**src/rtl/seq_ctrl.sv**
```systemverilog
// Memory-game sequence controller: grows a random sequence, plays it on one-hot LEDs, checks the player's presses.
// Latency: req_en one cycle after start; round = 1 + SETTLE + 1 + level*(SHOW_CYC+GAP_CYC) cycles from REQ to INPUT.
// Backpressure: none; start outside IDLE/WIN/LOSE and btn_valid outside INPUT are dropped, never queued.
//
// Ports:
//   clk, rst       clock; synchronous active-low reset
//   start          pulse, begins/restarts a game (honoured only in IDLE, WIN, LOSE)
//   index          reduced random value from the modulo stage, sampled at the end of SETTLE
//   req_en         one-cycle pulse asking the modulo stage for a new random value
//   btn_valid/code player press, code qualified by valid
//   led            one-hot playback display
//   level          current sequence length
//   busy/awaiting/win/lose  status decoded from the registered state
module seq_ctrl #(
    parameter int MAX_LEN  = 16,
    parameter int SETTLE   = 6,
    parameter int SHOW_CYC = 25000000,
    parameter int GAP_CYC  = 12500000
) (
    input  logic       clk,
    input  logic       rst,
    input  logic       start,
    input  logic [2:0] index,
    output logic       req_en,
    input  logic       btn_valid,
    input  logic [2:0] btn_code,
    output logic [7:0] led,
    output logic [4:0] level,
    output logic       busy,
    output logic       awaiting,
    output logic       win,
    output logic       lose
);
    localparam int PW = $clog2(MAX_LEN);
    localparam logic [PW-1:0] PTR_ONE     = PW'(1);
    localparam logic [31:0]   SETTLE_LAST = 32'(SETTLE - 1);
    localparam logic [31:0]   SHOW_LAST   = 32'(SHOW_CYC - 1);
    localparam logic [31:0]   GAP_LAST    = 32'(GAP_CYC - 1);
    localparam logic [4:0]    LEN_MAX     = 5'(MAX_LEN);

    typedef enum logic [3:0] {
        ST_IDLE,
        ST_REQ,
        ST_SETTLE,
        ST_STORE,
        ST_SHOW_ON,
        ST_SHOW_OFF,
        ST_INPUT,
        ST_WIN,
        ST_LOSE
    } state_t;

    state_t        state;
    logic [31:0]   cnt;
    logic [PW-1:0] ptr;
    logic [2:0]    mem [MAX_LEN];

    // Sequence storage is deliberately not reset: only entries below level are read.
    always_ff @(posedge clk) begin
        if (rst && state == ST_SETTLE && cnt == SETTLE_LAST) begin
            mem[level[PW-1:0]] <= index;
        end
    end

    always_ff @(posedge clk) begin
        if (!rst) begin
            state  <= ST_IDLE;
            req_en <= 1'b0;
            led    <= 8'd0;
            level  <= 5'd0;
            ptr    <= '0;
            cnt    <= 32'd0;
        end else begin
            req_en <= 1'b0;
            case (state)
                ST_IDLE: begin
                    if (start) begin
                        state  <= ST_REQ;
                        req_en <= 1'b1;
                    end
                end
                ST_REQ: begin
                    state <= ST_SETTLE;
                    cnt   <= 32'd0;
                end
                ST_SETTLE: begin
                    if (cnt == SETTLE_LAST) begin
                        state <= ST_STORE;
                        cnt   <= 32'd0;
                    end else begin
                        cnt <= cnt + 32'd1;
                    end
                end
                ST_STORE: begin
                    // WIN is taken at level == MAX_LEN, so this increment never wraps.
                    level <= level + 5'd1;
                    ptr   <= '0;
                    cnt   <= 32'd0;
                    led   <= 8'd1 << mem[0];
                    state <= ST_SHOW_ON;
                end
                ST_SHOW_ON: begin
                    if (cnt == SHOW_LAST) begin
                        cnt   <= 32'd0;
                        led   <= 8'd0;
                        state <= ST_SHOW_OFF;
                    end else begin
                        cnt <= cnt + 32'd1;
                    end
                end
                ST_SHOW_OFF: begin
                    if (cnt == GAP_LAST) begin
                        cnt <= 32'd0;
                        if (5'(ptr) + 5'd1 == level) begin
                            ptr   <= '0;
                            state <= ST_INPUT;
                        end else begin
                            ptr   <= ptr + PTR_ONE;
                            led   <= 8'd1 << mem[ptr + PTR_ONE];
                            state <= ST_SHOW_ON;
                        end
                    end else begin
                        cnt <= cnt + 32'd1;
                    end
                end
                ST_INPUT: begin
                    // start has no effect here even when it coincides with a press.
                    if (btn_valid) begin
                        if (btn_code != mem[ptr]) begin
                            state <= ST_LOSE;
                        end else if (5'(ptr) == level - 5'd1) begin
                            if (level == LEN_MAX) begin
                                state <= ST_WIN;
                            end else begin
                                state  <= ST_REQ;
                                req_en <= 1'b1;
                            end
                        end else begin
                            ptr <= ptr + PTR_ONE;
                        end
                    end
                end
                ST_WIN, ST_LOSE: begin
                    if (start) begin
                        level  <= 5'd0;
                        ptr    <= '0;
                        state  <= ST_REQ;
                        req_en <= 1'b1;
                    end
                end
                default: state <= ST_IDLE;
            endcase
        end
    end

    assign busy     = (state == ST_REQ) || (state == ST_SETTLE) || (state == ST_STORE) ||
                      (state == ST_SHOW_ON) || (state == ST_SHOW_OFF);
    assign awaiting = (state == ST_INPUT);
    assign win      = (state == ST_WIN);
    assign lose     = (state == ST_LOSE);

endmodule
```
**config.mk**
```make
export PLATFORM = sky130hd
export DESIGN_NAME = seq_ctrl
export DESIGN_NICKNAME = d
export VERILOG_FILES = /design/src/rtl/seq_ctrl.sv
export SDC_FILE = /design/constraint.sdc
export NUM_CORES = 1
export LEC_CHECK = 0
export CAP_MARGIN = 20
export CORE_ASPECT_RATIO = 2
export CORE_UTILIZATION = 55
export CTS_BUF_LIST = sky130_fd_sc_hd__clkbuf_8
export CTS_CLUSTER_SIZE = 16
export DETAILED_ROUTE_END_ITERATION = 8
export PLACE_DENSITY = 0.81
export SLEW_MARGIN = 20
export SYNTH_ARGS = -nofsm -noshare
export SYNTH_HDL_FRONTEND = slang
export SYNTH_SLANG_ARGS = --single-unit
```
**constraint.sdc**
```tcl
create_clock -name clk -period 6.44 [get_ports clk]
set_input_delay 1.932 -clock clk [delete_from_list [all_inputs] [get_ports clk]]
set_output_delay 1.932 -clock clk [all_outputs]
set_load 0.05 [all_outputs]
```
# ---- Yosys cells after proc, flatten, opt, wreduce, memory -nomap -nowiden
# Memory sizes are Yosys's and may differ from the RTL's. A register that Yosys moved wholly into a read port is not among the register bits.
# Index checks and enable logic that the tools add are counted.
dict set report word_totals {
  regBits 54
  latchBits 0
  mem_bits_rw 48
  rom_bits 0
  input_bits 10
  elab_cells 94
  mem_count 1
}
dict set report classes {
  add_sub_neg 5
  n_mul 0
  n_div 0
  magnitude_cmp 0
  n_eq_ne 25
  n_shift 2
  mux 37
  bitwise_logic 0
  n_reduce_logical 18
}
# name depth word_bits read_ports rd_ports_with_merged_regs write_ports line_no
set memory_table {}
lappend memory_table {mem 16 3 3 1 1 56} ;# logic [2:0] mem [MAX_LEN];
# op n
set ops {}
lappend ops {{$pmux 32 s4} 1}
lappend ops {{$mux 32} 3}
lappend ops {{$mux 4} 15}
lappend ops {{$add 32x1->32 const B} 1}
lappend ops {{$eq 32x24->1 const B} 1}
lappend ops {{$eq 32x25->1 const B} 1}
lappend ops {{$eq 32x3->1 const B} 1}
lappend ops {{$pmux 4 s7} 1}
lappend ops {{$mux 8} 3}
lappend ops {{$pmux 8 s3} 1}
lappend ops {{$eq 4x3->1 const B} 4}
lappend ops {{$pmux 4 s4} 1}
lappend ops {{$shl 1x3->8 const A} 2}
lappend ops {{$ne 2x2->1 const B} 7}
lappend ops {{$reduce_and 6->1} 2}
lappend ops {{$pmux 5 s2} 1}
lappend ops {{$eq 4x2->1 const B} 2}
lappend ops {{$reduce_bool 4->1} 2}
lappend ops {{$mux 1} 7}
lappend ops {{$add 4x1->5 const B} 1}
lappend ops {{$add 5x1->5 const B} 1}
lappend ops {{$eq 4x5->1} 1}
lappend ops {{$eq 5x5->1} 1}
lappend ops {{$eq 5x5->1 const B} 1}
lappend ops {{other kinds (20)} 26}

# ---- Logic depth before layout (Yosys ltp)
dict set report depth {
  word_depth 8
  ltp_mapped 9
  depth_no_buf 9
}

# ---- Least setup slack after synthesis
# Ideal clock, no wire load.
dict set report synth_timing {
  kind {register to output}
  startpoint {register state[1]}
  endpoint {output port busy}
  arrival_time_ns 1.604
  required_time_ns 4.508
  setup_slack_ns 2.904
  path_stages_with_launch 6
  path_buffers 2
  path_cell_list {dfxtp_1 clkbuf_1 nand2_1 or3b_2 clkbuf_1 clkinv_1}
}
dict set report synth_via {
  elab_chain_cells 5
}
# element line_no
set synth_lines {}
lappend synth_lines {{start, declared} 53} ;# state_t state;
lappend synth_lines {{start signal, assigned} 67} ;# state <= ST_IDLE;
lappend synth_lines {{start signal, assigned} 78} ;# state <= ST_REQ;
lappend synth_lines {{start signal, assigned} 83} ;# state <= ST_SETTLE;
lappend synth_lines {{$eq 4x1->1 / $eq 4x2->1 (equally long branches)} 156} ;# assign busy = (state == ST_REQ) || (state == ST_SETTLE) || (state == ST_STORE) ||
lappend synth_lines {{$logic_or 1x1->1 (3 in a row)} 156}
lappend synth_lines {{$logic_or 1x1->1 (*)} 157} ;# (state == ST_SHOW_ON) || (state == ST_SHOW_OFF);
lappend synth_lines {{end, declared} 29} ;# output logic busy,
# Mark *: on every way between the ends. The rest lies on a longest branch, timed or not.

# ---- Worst setup path after layout
dict set report layout_timing {
  startpoint {register state[0]}
  endpoint {output port busy}
}
# Same word-level chain as after synthesis.

==> out/qor.csv <==
stage,metric,value,unit
global_route,grtUsageTotal,0.285,
worst_setup_path,end_kind,primary output,
worst_setup_path,crit_type,flip-flop to primary output,
clock_tree,ctsResizeCount,0,
floorplan,pin_count,28,
floorplan,row_count,52,
timing,period_minus_slack,4.88,ns
logic_synthesis,synth_top_cell_by_area,edfxtp_1,
cells_and_area,layout-drive-gt1-share,0.104,
timing,setup_violations,0,
cells_and_area,fin_nets,573,
floorplan,dieArea,10700,um2
floorplan,fp.dieH,145,um
global_route,grt_pass1_wl,22300,um
clock_tree,cts.sinks,106,
worst_setup_path,crit_path_cell_trace,nor3_1 > or3b_2 > clkinv_1 > clkdlybuf4s50_1,
worst_setup_path,cp.required,4.51,ns
clock_tree,clk_path_buf_depth,2,
placement,dp.cells,679,
cells_and_area,diodes,0,
detailed_routing,first_iter_violations,258,
cells_and_area,finalCoreUtilization,0.617,
worst_setup_path,crit_family,buffers and inverters,
placement,place_ws,2.04,ns
detailed_routing,via_per_inst,6.39,
clock_tree,cts_root_buf,clkbuf_8,
power_and_ir_drop,power.density,247,nW/um2
detailed_routing,top_layer_used,met4,
logic_synthesis,netlist_area,5650,um2
min_path,hold_path.class,flip-flop to flip-flop,
cells_and_area,design_area,6180,um2
logic_synthesis,yosys.cell_types.count,64,
cells_and_area,multi_input_area,2900,um2
clock_tree,cts_buffers,9,
timing,grt_setup_unrepaired,false,
timing,holdWs,0.493,ns
worst_setup_path,critPathMaxFanout,25,
cells_and_area,regArea,2600,um2
logic_synthesis,avgSynthCellArea,10.4,um2
worst_setup_path,worstPathArrival,2.95,ns
worst_setup_path,slowest_delay,0.83,ns
floorplan,core_area,10000,um2
placement,dpl_cell_area,5970,um2
global_route,gr-total-overflow,0,
detailed_routing,drt_pass1_iterations,5,
logic_synthesis,yosysWarnings,0,
timing,tightest_slew,1.01,ns
logic_synthesis,syn_inst,542,
worst_setup_path,worst-path-buf-inv,2,
timing,hold_viol,0,
detailed_routing,drc_errors,0,
detailed_routing,vias,4442,
power_and_ir_drop,ir_drop,193,uV
logic_synthesis,syn_nets,560,
cells_and_area,num-fill-cells,845,
logic_synthesis,ys_seq_area_frac,0.461,
detailed_routing,ant_nets,0,
timing,setup_ws,1.56,ns
power_and_ir_drop,finalPower,1.53,mW
placement,hpwl,11000,um
detailed_routing,wl,14300,um
logic_synthesis,ys_seq_elements,106,
global_route,antenna_found_initial,0,
detailed_routing,met2_wirelength,8240,um
timing,slew_headroom,0.325,
detailed_routing,wl_per_cell,20.6,um
logic_synthesis,synth_commonest_cells,"dfxtp_1, nor2_1, nand2_1",
detailed_routing,met3_length,501,um
worst_setup_path,cpMaxStageDelayCell,clkdlybuf4s50_1,
logic_synthesis,ys_top_cells_by_area,"edfxtp_1, dfxtp_1, mux4_2",
clock_tree,postCtsSetupRepairBufs,0,
placement,place.port_buffers,27,
logic_synthesis,async_reset_ff_frac,0,
clock_tree,postCtsHoldBufs,0,
timing,maxSlewViolCount,0,
power_and_ir_drop,cellLeakagePower,1.93,nW
detailed_routing,drt-met1-wl,4630,um
timing,fin_skew,0.0156,ns
cells_and_area,finalNonFillerCells,695,
worst_setup_path,start_kind,flip-flop,
logic_synthesis,synth_edf_count,48,
global_route,grt_pass1_vias,4418,
clock_tree,cts.htree.levels,3,
logic_synthesis,synthFlopType,dfxtp_1,
timing,max_freq,205,MHz
floorplan,dieWidth,73.7,um
flow_run,drv_cap,0,
timing,tns,0,ns
placement,finalWeightedCongestion,0.890,
clock_tree,cts_tree,built,
timing,min_period_over_period,0.758,
run_status,status,finished clean,
cells_and_area,syn_to_final_growth,9.41,%
clock_tree,path_clk_slew,0.11,ns
logic_synthesis,synth_top_cell_area_share,0.255,
clock_tree,clk_latency,0.39,ns
logic_synthesis,synthMostInstantiatedCell,dfxtp_1,
global_route,grt_max_degree,26,
floorplan,start_util,0.564,
sequential cells by signal, indices dropped and copies added, names as in the netlist, named ones only:
register,flops
state,4
mem,48
led,8
req_en,1
level,5
cnt,32
ptr,4
power by group:
group | switching, mW | total (mW) | leakage [nW] | internal [mW]
logic | 0.247 | 0.356 | 0.927 | 0.109
clock network | 0.236 | 0.420 | 0.102 | 0.183
registers | 0.0344 | 0.752 | 0.899 | 0.718
cell families (layout without fill, tap and decap cells):
kind of cell | after synthesis | count (layout) | synth area share
buf+inv | 34 | 52 | 0.0264
flops | 106 | 106 | 0.461
mux | 40 | 40 | 0.128
fa+ha+maj | 8 | 8 | 0.0177
xor+xnor | 40 | 40 | 0.0620
compound gates | 84 | 84 | 0.0983
simple gates | 230 | 230 | 0.206
layout make-up:
cell class,instances,area share
inverter,9,0.00547
tap,135,0.0273
clock inverter,7,0.0126
multi-input combinational,402,0.470
sequential,106,0.421
timing repair buffer,27,0.0437
clock buffer,9,0.0200
final timing paths:
kind	startpoint	endpoint	slack [ns]	depth (start not counted)
max	state[0]$_SDFFE_PN0P_	busy	1.56	4
min	led[2]$_SDFFE_PN0P_	led[2]$_SDFFE_PN0P_	0.49	2
max reg2reg	ptr[0]$_SDFFE_PN0N_	led[2]$_SDFFE_PN0P_	2.79	7
min reg2reg	led[2]$_SDFFE_PN0P_	led[2]$_SDFFE_PN0P_	0.49	2
cells in the final DEF (no fill, tap or decap), types with 4 or more instances in the layout:
cell type	Yosys	layout
dfxtp_1	58	58
xor2_1	25	25
a21oi_1	19	19
nor2b_1	4	4
o21ai_0	24	24
xnor2_1	15	15
nand2_1	52	52
nand4_1	13	13
and2_1	11	11
nand2b_1	5	5
mux2i_1	14	14
edfxtp_1	48	48
nor2_1	57	57
mux4_2	26	26
nor3_1	23	23
clkdlybuf4s50_1	0	27
inv_1	8	8
ha_1	8	8
and3_1	5	5
nor4_1	9	9
nand3_1	24	24
clkbuf_8	0	9
a31oi_1	6	6
worst reg2reg max path: stages (launching register included):
cell and delay, ns:
dfxtp_1 0.83, ha_1 0.80, mux4_2 0.63, mux4_2 0.49, a21bo_2 0.20, a211oi_1 0.38
nand2_1 0.12, a21oi_1 0.14
per-layer routing:
layer  vias to the layer above  global-route usage
li1                       2033                   -
met1                      2161               0.267
met2                       176               0.525
met3                        72              0.0431
met4                         0               0.205
met5                         -                   0
Note: power is estimated with default switching activity, not from simulation.
